==> config.mk <==
export PLATFORM = sky130hd
export DESIGN_NAME = sequence_generator_flat
export DESIGN_NICKNAME = d
export VERILOG_FILES = /design/src/rtl/seqgen_pkg.sv /design/src/rtl/sequence_generator_if.sv /design/src/rtl/seqgen_shifter.sv /design/src/rtl/sequence_generator.sv /design/src/flat_wrapper.sv
export SDC_FILE = /design/constraint.sdc
export NUM_CORES = 1
export LEC_CHECK = 0
export CAP_MARGIN = 20
export CORE_AREA = 2 2 49 51
export CTS_CLUSTER_SIZE = 24
export DETAILED_ROUTE_END_ITERATION = 12
export DIE_AREA = 0 0 51 53
export PLACE_DENSITY_LB_ADDON = 0.3
export SLEW_MARGIN = 40
export SYNTH_ARGS = -nofsm -noshare
export SYNTH_HDL_FRONTEND = slang
export SYNTH_SLANG_ARGS = --single-unit
==> constraint.sdc <==
create_clock -name clock -period 2.4 [get_ports clock]
set_input_delay 0.48 -clock clock [delete_from_list [all_inputs] [get_ports clock]]
set_output_delay 0.48 -clock clock [all_outputs]
set_load 0.005 [all_outputs]
==> src/rtl/seqgen_pkg.sv <==
// Shared types and constants for the serial pattern transmitter.
package seqgen_pkg;

  typedef enum logic [1:0] {
    IDLE = 2'b00,
    SEND = 2'b01,
    DONE = 2'b10
  } state_t;

  localparam logic [3:0] DEFAULT_PATTERN = 4'b1011;

endpackage

==> src/rtl/sequence_generator_if.sv <==
// Control/status bundle of sequence_generator; signal suffixes are relative to the generator.
interface sequence_generator_if #(
  parameter int unsigned WIDTH    = 4,
  parameter int unsigned REPEAT_W = 4
);

  logic                start_i;
  logic                abort_i;
  logic [WIDTH-1:0]    pattern_in_i;
  logic [REPEAT_W-1:0] repeat_count_i;
  logic                sequence_o;
  logic                seq_valid_o;
  logic                busy_o;
  logic                done_o;

  modport master (
    output start_i, abort_i, pattern_in_i, repeat_count_i,
    input  sequence_o, seq_valid_o, busy_o, done_o
  );

  modport slave (
    input  start_i, abort_i, pattern_in_i, repeat_count_i,
    output sequence_o, seq_valid_o, busy_o, done_o
  );

endinterface

==> src/rtl/seqgen_shifter.sv <==
// Pattern register, shift register of the bits still to send, and down-counting bit counter.
// Optional parity output under SEQGEN_PARITY_EN.
module seqgen_shifter #(
  parameter int unsigned      WIDTH = 4,
  parameter logic [WIDTH-1:0] INIT  = seqgen_pkg::DEFAULT_PATTERN
) (
  input  logic             clock,
  input  logic             reset,
  input  logic             load_i,
  input  logic [WIDTH-1:0] data_i,
  input  logic             reload_i,
  input  logic             shift_i,
  output logic             first_bit_o,
  output logic             next_bit_o,
  output logic             last_bit_o
`ifdef SEQGEN_PARITY_EN
  ,
  output logic             parity_o
`endif
);

  localparam int unsigned       CNT_W   = $clog2(WIDTH);
  localparam logic [CNT_W-1:0]  CNT_TOP = CNT_W'(WIDTH - 1);

  // shreg_q holds only the bits after the one currently on the line
  logic [WIDTH-1:0] pattern_q;
  logic [WIDTH-2:0] shreg_q;
  logic [CNT_W-1:0] cnt_q;

  always_ff @(posedge clock or posedge reset) begin
    if (reset) begin
      pattern_q <= INIT;
      shreg_q   <= INIT[WIDTH-2:0];
      cnt_q     <= '0;
    end else if (load_i) begin
      pattern_q <= data_i;
      shreg_q   <= data_i[WIDTH-2:0];
      cnt_q     <= CNT_TOP;
    end else if (reload_i) begin
      shreg_q   <= pattern_q[WIDTH-2:0];
      cnt_q     <= CNT_TOP;
    end else if (shift_i) begin
      shreg_q   <= shreg_q << 1;
      cnt_q     <= cnt_q - 1'b1;
    end
  end

  assign first_bit_o = pattern_q[WIDTH-1];
  assign next_bit_o  = shreg_q[WIDTH-2];
  assign last_bit_o  = (cnt_q == '0);
`ifdef SEQGEN_PARITY_EN
  assign parity_o    = ^pattern_q;
`endif

endmodule

==> src/rtl/sequence_generator.sv <==
// Serial pattern transmitter: sends a latched pattern MSB-first repeat_count times, then pulses done.
// Optional per-frame even parity bit when SEQGEN_PARITY_EN is defined.
module sequence_generator
  import seqgen_pkg::*;
#(
  parameter int unsigned      WIDTH           = 4,
  parameter int unsigned      REPEAT_W        = 4,
  parameter logic [WIDTH-1:0] DEFAULT_PATTERN = seqgen_pkg::DEFAULT_PATTERN
) (
  input logic                 clock,
  input logic                 reset,
  sequence_generator_if.slave bus
);

  state_t              state_q;
  logic [REPEAT_W-1:0] rep_q;
  logic                seq_q;
  logic                valid_q;
  logic                busy_q;
  logic                done_q;

  logic load;
  logic reload;
  logic shift;
  logic first_bit;
  logic next_bit;
  logic last_bit;
  logic frame_end;

`ifdef SEQGEN_PARITY_EN
  logic par_q;
  logic parity;
  assign frame_end = par_q;
`else
  assign frame_end = last_bit;
`endif

  seqgen_shifter #(
    .WIDTH (WIDTH),
    .INIT  (DEFAULT_PATTERN)
  ) u_shifter (
    .clock       (clock),
    .reset       (reset),
    .load_i      (load),
    .data_i      (bus.pattern_in_i),
    .reload_i    (reload),
    .shift_i     (shift),
    .first_bit_o (first_bit),
    .next_bit_o  (next_bit),
    .last_bit_o  (last_bit)
`ifdef SEQGEN_PARITY_EN
    ,
    .parity_o    (parity)
`endif
  );

  always_comb begin
    load   = 1'b0;
    reload = 1'b0;
    shift  = 1'b0;
    if (!bus.abort_i) begin
      case (state_q)
        IDLE: load = bus.start_i && (bus.repeat_count_i != '0);
        SEND: begin
          if (!last_bit) begin
            shift = 1'b1;
          end else if (frame_end && (rep_q > REPEAT_W'(1))) begin
            reload = 1'b1;
          end
        end
        default: ;
      endcase
    end
  end

  // abort outranks every state, including a start seen in IDLE
  always_ff @(posedge clock or posedge reset) begin
    if (reset) begin
      state_q <= IDLE;
      rep_q   <= '0;
      seq_q   <= 1'b0;
      valid_q <= 1'b0;
      busy_q  <= 1'b0;
      done_q  <= 1'b0;
`ifdef SEQGEN_PARITY_EN
      par_q   <= 1'b0;
`endif
    end else if (bus.abort_i) begin
      state_q <= IDLE;
      rep_q   <= '0;
      seq_q   <= 1'b0;
      valid_q <= 1'b0;
      busy_q  <= 1'b0;
      done_q  <= 1'b0;
`ifdef SEQGEN_PARITY_EN
      par_q   <= 1'b0;
`endif
    end else begin
      case (state_q)
        IDLE: begin
          if (bus.start_i) begin
            if (bus.repeat_count_i != '0) begin
              state_q <= SEND;
              rep_q   <= bus.repeat_count_i;
              seq_q   <= bus.pattern_in_i[WIDTH-1];
              valid_q <= 1'b1;
              busy_q  <= 1'b1;
            end else begin
              state_q <= DONE;
              done_q  <= 1'b1;
            end
          end
        end
        SEND: begin
          if (shift) begin
            seq_q <= next_bit;
          end else if (reload) begin
            seq_q <= first_bit;
            rep_q <= rep_q - 1'b1;
`ifdef SEQGEN_PARITY_EN
            par_q <= 1'b0;
          end else if (!par_q) begin
            seq_q <= parity;
            par_q <= 1'b1;
`endif
          end else begin
            state_q <= DONE;
            rep_q   <= '0;
            seq_q   <= 1'b0;
            valid_q <= 1'b0;
            busy_q  <= 1'b0;
            done_q  <= 1'b1;
`ifdef SEQGEN_PARITY_EN
            par_q   <= 1'b0;
`endif
          end
        end
        DONE: begin
          state_q <= IDLE;
          done_q  <= 1'b0;
        end
        default: begin
          state_q <= IDLE;
          seq_q   <= 1'b0;
          valid_q <= 1'b0;
          busy_q  <= 1'b0;
          done_q  <= 1'b0;
        end
      endcase
    end
  end

  assign bus.sequence_o  = seq_q;
  assign bus.seq_valid_o = valid_q;
  assign bus.busy_o      = busy_q;
  assign bus.done_o      = done_q;

endmodule

==> src/flat_wrapper.sv <==
// flat-port wrapper written by rule: the top's interface ports become plain ports
module sequence_generator_flat import seqgen_pkg::*;
#(
  parameter int unsigned      WIDTH           = 4,
  parameter int unsigned      REPEAT_W        = 4,
  parameter logic [WIDTH-1:0] DEFAULT_PATTERN = seqgen_pkg::DEFAULT_PATTERN
)
  (clock, reset, bus_start_i, bus_abort_i, bus_pattern_in_i, bus_repeat_count_i, bus_sequence_o, bus_seq_valid_o, bus_busy_o, bus_done_o);
  sequence_generator_if #(.WIDTH(WIDTH), .REPEAT_W(REPEAT_W)) bus_i ();
  input logic clock;
  input logic reset;
  input wire logic [$bits(bus_i.start_i)-1:0] bus_start_i;
  input wire logic [$bits(bus_i.abort_i)-1:0] bus_abort_i;
  input wire logic [$bits(bus_i.pattern_in_i)-1:0] bus_pattern_in_i;
  input wire logic [$bits(bus_i.repeat_count_i)-1:0] bus_repeat_count_i;
  output wire logic [$bits(bus_i.sequence_o)-1:0] bus_sequence_o;
  output wire logic [$bits(bus_i.seq_valid_o)-1:0] bus_seq_valid_o;
  output wire logic [$bits(bus_i.busy_o)-1:0] bus_busy_o;
  output wire logic [$bits(bus_i.done_o)-1:0] bus_done_o;
  assign bus_i.start_i = bus_start_i;
  assign bus_i.abort_i = bus_abort_i;
  assign bus_i.pattern_in_i = bus_pattern_in_i;
  assign bus_i.repeat_count_i = bus_repeat_count_i;
  assign bus_sequence_o = bus_i.sequence_o;
  assign bus_seq_valid_o = bus_i.seq_valid_o;
  assign bus_busy_o = bus_i.busy_o;
  assign bus_done_o = bus_i.done_o;
  sequence_generator #(.WIDTH(WIDTH), .REPEAT_W(REPEAT_W), .DEFAULT_PATTERN(DEFAULT_PATTERN)) u_core (.clock(clock), .reset(reset), .bus(bus_i));
endmodule
==> summary.txt, run 1 <==
Timing
  – Pins Over Slew Limit: 0
  – RSZ-0062 raised after global routing: no
  – Clk_skew: ~4.4 ps
  – Final period util: 81.02%
  – Fin. Hold Viols: 0
  – Endpoints failing setup: 0
  – Setup TNS Final: 0 ps
  – Final critical-path required period: between 1500 and 2000 ps
  – Hold Slack: just under 500 ps
  – Max_slew headroom: between 50% and 60%
  – Worst setup margin: about 460 ps
  – Max Fclk: about 500 MHz
  – Worst-margin pin slew: roughly 700 ps

Floorplanning
  – Io pins: 16
  – Initial Util: 52.07%
  – DIE HEIGHT: around 53 um
  – Total core area: roughly 0.0021 sq mm
  – Site Rows: 17
  – Die ar.: between 0.002 and 0.003 sq mm
  – Die X: 51 um

Finish
  – # diodes: 0
  – Register area: roughly 460 sq um
  – Share of cells above drive strength 1: between 15 and 20%
  – Fill cells: ~190
  – Layout area overhead: 16.33%
  – Net count reported at finish: approximately 140
  – Non-filler cells in the finished layout: 148
  – Post-route cell area: 0.001301 sq mm
  – Final Util: between 60% and 70%
  – Multi-input logic area: slightly below 600 sq um

Global route
  – Initial antenna violation count: 0
  – Vias in the first global route: 903
  – GRT Overall Usage: 19.64%
  – Remaining global-route overflow: 0
  – Largest net degree at the start of global routing: 19
  – First-pass GRT wire length: slightly below 4000 um

Power and ir drop
  – Comb pwr share: 26.1%
  – Psw: around 0.23 mW
  – Peak supply drop: approximately 0.00043 V
  – Clock share of power: 23.6%
  – Power Density: 615.3 mW/mm^2
  – Total power: around 0.80 mW
  – Leakage power: roughly 0.53 nW
  – Sw Ratio: roughly 29%
  – Int Pwr: around 0.57 mW
  – Sequential power share: around 50%

Detailed routing
  – Met1 Wirelength: about 1000 um
  – Detailed Route Iter0 Violations: 9
  – Via/cell ratio: 5.993
  – Wire length on met2: approximately 1100 um
  – Metal3 WL: 57 um
  – DR top layer: met4
  – Drt pass-1 iters: 4
  – Routed len/inst: 15.33 um
  – # DRC: 0
  – Total routed wirelength: roughly 2300 um
  – Post-route ant nets: 0
  – Vias: slightly below 900

Hold path
  – WHS Endpoint: u_core.u_shifter.pattern_q[1]$_DFFE_PP1P_
  – Hold Path Cell Cnt: 2
  – Hold_sp: u_core.u_shifter.pattern_q[1]$_DFFE_PP1P_
  – HP Class: reg -> reg

Worst setup path
  – RR Startpoint: u_core.rep_q[0]$_DFFE_PP0P_
  – WP buf/inv: 1
  – CP Max Fanout: 3
  – Cell at the slowest stage of the critical path: or4_4
  – Worst Reg2Reg Path Length in Cells: 6
  – Crit Path Class: in -> reg
  – Cell family with the largest share of critical-path delay: simple AND/OR/NAND/NOR gates
  – Worst Path Required: approximately 2600 ps
  – Max stage delay on crit path: 560 ps
  – Crit start category: input pin
  – CP arrival: approximately 2200 ps
  – Cell Chain, Critical Path: clkdlybuf4s50_1 -> or4_4 -> and4b_1 -> o32a_1 -> o22ai_2
  – CP endpoint kind: flip-flop
  – R2R Setup Slk: 500 ps
  – R2r endpoint: u_core.u_shifter.shreg_q[2]$_DFFE_PP0P_

Synthesis
  – Net Count, Synth: between 100 and 150
  – Predominant post-synthesis flop cell: dfrtp_1
  – Synthesized flop and latch total: 18
  – Leading area contributor after synthesis: dfrtp_1
  – Syn Std Cell Area: 0.001119 sq mm
  – FFs w/ async S/R, synth: 100.0%
  – Post-synth top area share: between 20% and 30%
  – Synth cell types: 49
  – Post-synth top cells: dfrtp_1 (13), inv_1 (10), nand2_1 (7)
  – Most common cell in the netlist: dfrtp_1
  – Top cells by area, synth: dfrtp_1 (29%), dfstp_2 (12%), ha_1 (3.4%)
  – Yosys Warn Count: 0
  – Number of flops mapped to enable cells by yosys: 0
  – Synthesized instance count: between 100 and 150
  – Seq/Total Area, Yosys: approximately two fifths
  – Mean post-synth cell area: about 11 sq um

Placed design
  – Routability cong.: slightly below 0.9
  – Setup WS pre-CTS: approximately 130 ps
  – IO Port Bufs: 15
  – Post-DP Area: roughly 0.0013 sq mm
  – Detailed placement HPWL: around 1700 um
  – Placed Cells: ~140

Clock network
  – CTS buffer count: 3
  – H-tree levels: 1
  – Skew-Pair Late Insertion Delay: 300 ps
  – Setup repair bufs after CTS: 0
  – Worst-path clk slew: roughly 100 ps
  – Resize count post-CTS: 0
  – Clock Path Buffers: 2
  – CTS sink count: 18
  – TritonCTS clock tree: done
  – CTS root buf: clkbuf_4
  – CTS Hold Bufs: 0

Flow run
  – Max Cap Viol: 0

Run status
  – Status: finished clean
-- tightest hold or removal path: stages (launching register included) --
cell     delay, ps
dfstp_2        380
inv_1           40
o21ai_1         60
-- area by class of cell --
| type | instances | area share [%] |
|---|---|---|
| Multi-Input combinational cell | 72 | 44.42 |
| Tap cell | 28 | 2.692 |
| Clock buffer | 4 | 2.788 |
| Inverter | 10 | 2.885 |
| Timing Repair Buffer | 16 | 12.12 |
| Sequential cell | 18 | 35.10 |
-- cells in the final DEF (no fill, tap or decap), drive strengths merged, types with 3 or more instances in the layout --
| master | synthesis | final |
|---|---|---|
| o21ai | 5 | 5 |
| nand2 | 7 | 7 |
| a21oi | 3 | 3 |
| mux2 | 3 | 3 |
| clkbuf | 4 | 4 |
| a2bb2oi | 4 | 4 |
| dfrtp | 13 | 13 |
| nor4 | 3 | 3 |
| ha | 3 | 3 |
| clkdlybuf4s50 | 0 | 15 |
| inv | 10 | 10 |
| nor2 | 7 | 7 |
| o21a | 3 | 3 |
| dfstp | 5 | 5 |
-- logic make-up after synthesis --
group / Yosys count / synth area share, %
compound gates: 35 / 26.96
simple gates: 31 / 18.35
flops: 18 / 40.83
buf+inv: 15 / 7.495
mux: 3 / 3.020
fa+ha+maj: 3 / 3.356
-- state kept, by name, summed over array words and instances, names as in the netlist --
name,count
u_core.bus.seq_valid_o,1
u_core.bus.done_o,1
u_core.bus.sequence_o,1
u_core.u_shifter.cnt_q,2
u_core.state_q,2
u_core.rep_q,4
u_core.u_shifter.shreg_q,3
u_core.u_shifter.pattern_q,4
-- metal layers --
layer / GRT usage, % / up-vias
met5: 0 / -
met4: 11.26 / 0
met3: 3.390 / 5
met2: 32.90 / 12
met1: 23.72 / 441
li1: - / 429
-- worst max-delay path by stage --
stage	endpoint	start	slack (ps)	depth (start not counted)
floorplan	u_core.rep_q[3]$_DFFE_PP0P_	bus_repeat_count_i[2]	700	4
global placement	u_core.rep_q[3]$_DFFE_PP0P_	bus_repeat_count_i[2]	160	5
detailed placement	u_core.rep_q[3]$_DFFE_PP0P_	bus_repeat_count_i[2]	130	5
CTS	u_core.rep_q[3]$_DFFE_PP0P_	bus_repeat_count_i[2]	450	5
global route	u_core.u_shifter.shreg_q[1]$_DFFE_PP1P_	u_core.rep_q[0]$_DFFE_PP0P_	320	6
finish	u_core.rep_q[3]$_DFFE_PP0P_	bus_repeat_count_i[2]	460	5
-- power groups by stage --
stage	clock network (mW)	logic [mW]	registers [mW]
2_1_floorplan	0	0.155	0.395
3_3_place_gp	0	0.203	0.407
3_5_place_dp	0	0.209	0.409
4_1_cts	0.193	0.210	0.403
5_1_grt	0.207	0.233	0.411
6_report	0.189	0.209	0.403
Note: power is estimated with default switching activity, not from simulation.
==> run 2: changes to the inputs <==
--- a/config.mk
+++ b/config.mk
@@ -6,10 +6,10 @@
 export NUM_CORES = 1
 export LEC_CHECK = 0
 export CAP_MARGIN = 20
-export CORE_AREA = 2 2 49 51
+export CORE_AREA = 2 2 52 54
 export CTS_CLUSTER_SIZE = 24
 export DETAILED_ROUTE_END_ITERATION = 12
-export DIE_AREA = 0 0 51 53
+export DIE_AREA = 0 0 54 56
 export PLACE_DENSITY_LB_ADDON = 0.3
 export SLEW_MARGIN = 40
 export SYNTH_ARGS = -nofsm -noshare
==> constraint.sdc (replaced) <==
create_clock -name clock -period 1.6 [get_ports clock]
set_input_delay 0.32 -clock clock [delete_from_list [all_inputs] [get_ports clock]]
set_output_delay 0.32 -clock clock [all_outputs]
set_load 0.005 [all_outputs]
==> run 2 against run 1 <==
Compared with the run above:
- register-to-register slack got worse by 500 ps
- global-route usage increased by 0.95 points
- the flow now finishes with violations (setup timing)
- utilization increased by 6.0 points
- largest power group unchanged
==> summary.txt, run 2 (same netlist as run 1, synthesis figures left out) <==
Run status
  – Status: finished with violations
  – Failing checks: setup timing

Finish
  – Layout area overhead: 44.74%
  – Top flop regs: u_core.rep_q: 4 flops, u_core.u_shifter.pattern_q: 4 flops, u_core.u_shifter.shreg_q: 3 flops
  – Final Util: 66.56% (+6.0 points)
  – # diodes: 0 (unchanged)
  – Net count reported at finish: 165 (+21%)
  – Post-route cell area: 0.001619 sq mm (+24%)
  – Commonest non-fill, non-tap cell in the layout: buf_4
  – Share of cells above drive strength 1: 40.94% (+24 points)
  – Non-filler cells in the finished layout: 179 (+21%)
  – Most frequent cells in the layout: buf_4 (30), dfrtp_1 (13), clkdlybuf4s50_1 (10), inv_1 (7), nand2_1 (7)
  – Fill cells: 197 (+4.8%)

Global route
  – Largest net degree at the start of global routing: 19 (unchanged)
  – GRT Overall Usage: 20.59% (+0.95 points)
  – Vias in the first global route: 1059 (+17%)
  – Remaining global-route overflow: 0 (unchanged)
  – Initial antenna violation count: 0 (unchanged)
  – First-pass GRT wire length: 4664 um (+21%)

Floorplanning
  – Total core area: 0.002432 sq mm (+13%)
  – Die X: 54 um (+5.9%)
  – Site Rows: 18 (+1)
  – Die ar.: 0.003024 sq mm (+12%)
  – Initial Util: 45.99% (-6.1 points)
  – DIE HEIGHT: 56 um (+5.7%)
  – Io pins: 16 (unchanged)

Detailed routing
  – Drt pass-1 iters: 4 (unchanged)
  – Total routed wirelength: 3048 um (+34%)
  – Post-route ant nets: 0 (unchanged)
  – # DRC: 0 (unchanged)
  – Routed len/inst: 17.03 um (+11%)
  – Via/cell ratio: 6.017 (+0.39%)
  – Detailed Route Iter0 Violations: 32 (+23)
  – Vias: 1077 (+21%)

Placed design
  – Routability cong.: 0.8520 (-4.1%)
  – Detailed placement HPWL: 2085 um (+22%)
  – IO Port Bufs: 15 (unchanged)
  – Post-DP Area: 0.001448 sq mm (+14%)
  – Placed Cells: 170 (+18%)

Timing
  – RSZ-0062 raised after global routing: yes
  – Worst-margin pin slew: 416.6 ps (-274.6 ps)
  – Endpoints failing setup: 1 (+1)
  – Final period util: 100.0%
  – Final critical-path required period: between 1500 and 2000 ps
  – Max Fclk: 624.9 MHz
  – Max_slew headroom: 71.79% (+18 points)
  – Clk_skew: 3.582 ps (-0.7746 ps)
  – Fin. Hold Viols: 0 (unchanged)
  – Worst setup margin: -0.2993 ps (-455.7 ps)
  – Pins Over Slew Limit: 0 (unchanged)

Worst setup path
  – R2r endpoint: u_core.rep_q[3]$_DFFE_PP0P_
  – WP buf/inv: 1 (unchanged)
  – Crit path depth: 6 (+1)
  – Worst Path Required: 1790 ps (-840 ps)
  – CP endpoint kind: flip-flop
  – Crit start category: flip-flop
  – CP arrival: 1790 ps (-380 ps)
  – Worst Reg2Reg Path Length in Cells: 6 (unchanged)
  – Cell at the slowest stage of the critical path: dfrtp_1
  – R2R Setup Slk: -0.3 ps (-500 ps)
  – Max stage delay on crit path: 410 ps (-150 ps)
  – RR Startpoint: u_core.rep_q[1]$_DFFE_PP0P_
  – CP Max Fanout: 5 (+2)
  – Cell family with the largest share of critical-path delay: compound AO/OA/AOI/OAI gates
  – Cell Chain, Critical Path: inv_2 -> ha_2 -> nor2_4 -> o311ai_1 -> o32a_1 -> o22ai_2
  – Crit Path Class: reg -> reg

Clock network
  – Clock Path Buffers: 2 (unchanged)
  – CTS buffer count: 3 (unchanged)
  – Skew-Pair Late Insertion Delay: 300 ps (about the same)
  – Worst-path clk slew: 110 ps (about the same)
  – CTS sink count: 18 (unchanged)
  – H-tree levels: 1 (unchanged)
  – TritonCTS clock tree: done
  – CTS Hold Bufs: 0 (unchanged)
  – CTS root buf: clkbuf_4

Power and ir drop
  – Power Density: 852.1 mW/mm^2 (+38%)
  – Peak supply drop: 0.0005680 V (+33%)
  – Leakage power: 0.6776 nW (+29%)

Hold path
  – HP Class: in -> async

Flow run
  – Max Cap Viol: 0 (unchanged)
[run 2: how the worst max path moves through the flow]
stage,from,endpoint,slack [ps]
6_report,u_core.rep_q[1]$_DFFE_PP0P_,u_core.rep_q[3]$_DFFE_PP0P_,-0.3
3_5_place_dp,bus_repeat_count_i[2],u_core.rep_q[3]$_DFFE_PP0P_,-510
5_1_grt,u_core.rep_q[1]$_DFFE_PP0P_,u_core.u_shifter.shreg_q[2]$_DFFE_PP0P_,-50
4_1_cts,bus_repeat_count_i[2],u_core.rep_q[3]$_DFFE_PP0P_,20
3_3_place_gp,bus_repeat_count_i[2],u_core.rep_q[3]$_DFFE_PP0P_,-470
2_1_floorplan,u_core.rep_q[0]$_DFFE_PP0P_,u_core.u_shifter.shreg_q[2]$_DFFE_PP0P_,30
[run 2: where the power goes]
group / switching, mW / internal (mW) / total, mW
clock: 0.151 / 0.139 / 0.289
combinational: 0.212 / 0.269 / 0.481
sequential: 0.0595 / 0.550 / 0.609
[run 2: tightest hold or removal path, cell delays in order]
cell             delay (ps)
clkdlybuf4s50_1         390
inv_1                    50
buf_4                   240
[run 2: through the flow]
stage | TNS, ps | setup WS, ps | power (mW) | hold slack (ps)
detailed placement | -5941 | -514.5 | 1.002 | 473.4
global placement | -5407 | -470.2 | 0.9835 | 460.0
global route | -237.4 | -47.37 | 1.448 | 341.3
CTS | 0 | 21.90 | 1.346 | 327.2
floorplan | 0 | 29.12 | 0.8243 | 254.9
finish | -0.2993 | -0.2993 | 1.380 | 322.3
[run 2: timing repair]
item                                    CTS  global route
endpoints found under the hold margin     0             0
pin swaps                                 3             1
gates resized for setup                  20             4
endpoints found under the setup margin   17             9
setup buffers                             5             1
[run 2: metal layers]
layer  routed length [um]  global-route usage, %
met1                 1276                  25.50
met2                 1549                  33.80
met3                  146                  2.688
met5                    0                      0
met4                   76                  10.36
[run 2: layout make-up]
class	count	area, sq um	area share [%]
clock buffers	4	36.28	2.241
inverters	10	37.54	2.318
multi-input cells	72	681.9	42.12
flip-flops and latches	18	456.7	28.21
well taps	30	37.54	2.318
repair buffers	45	369.1	22.80
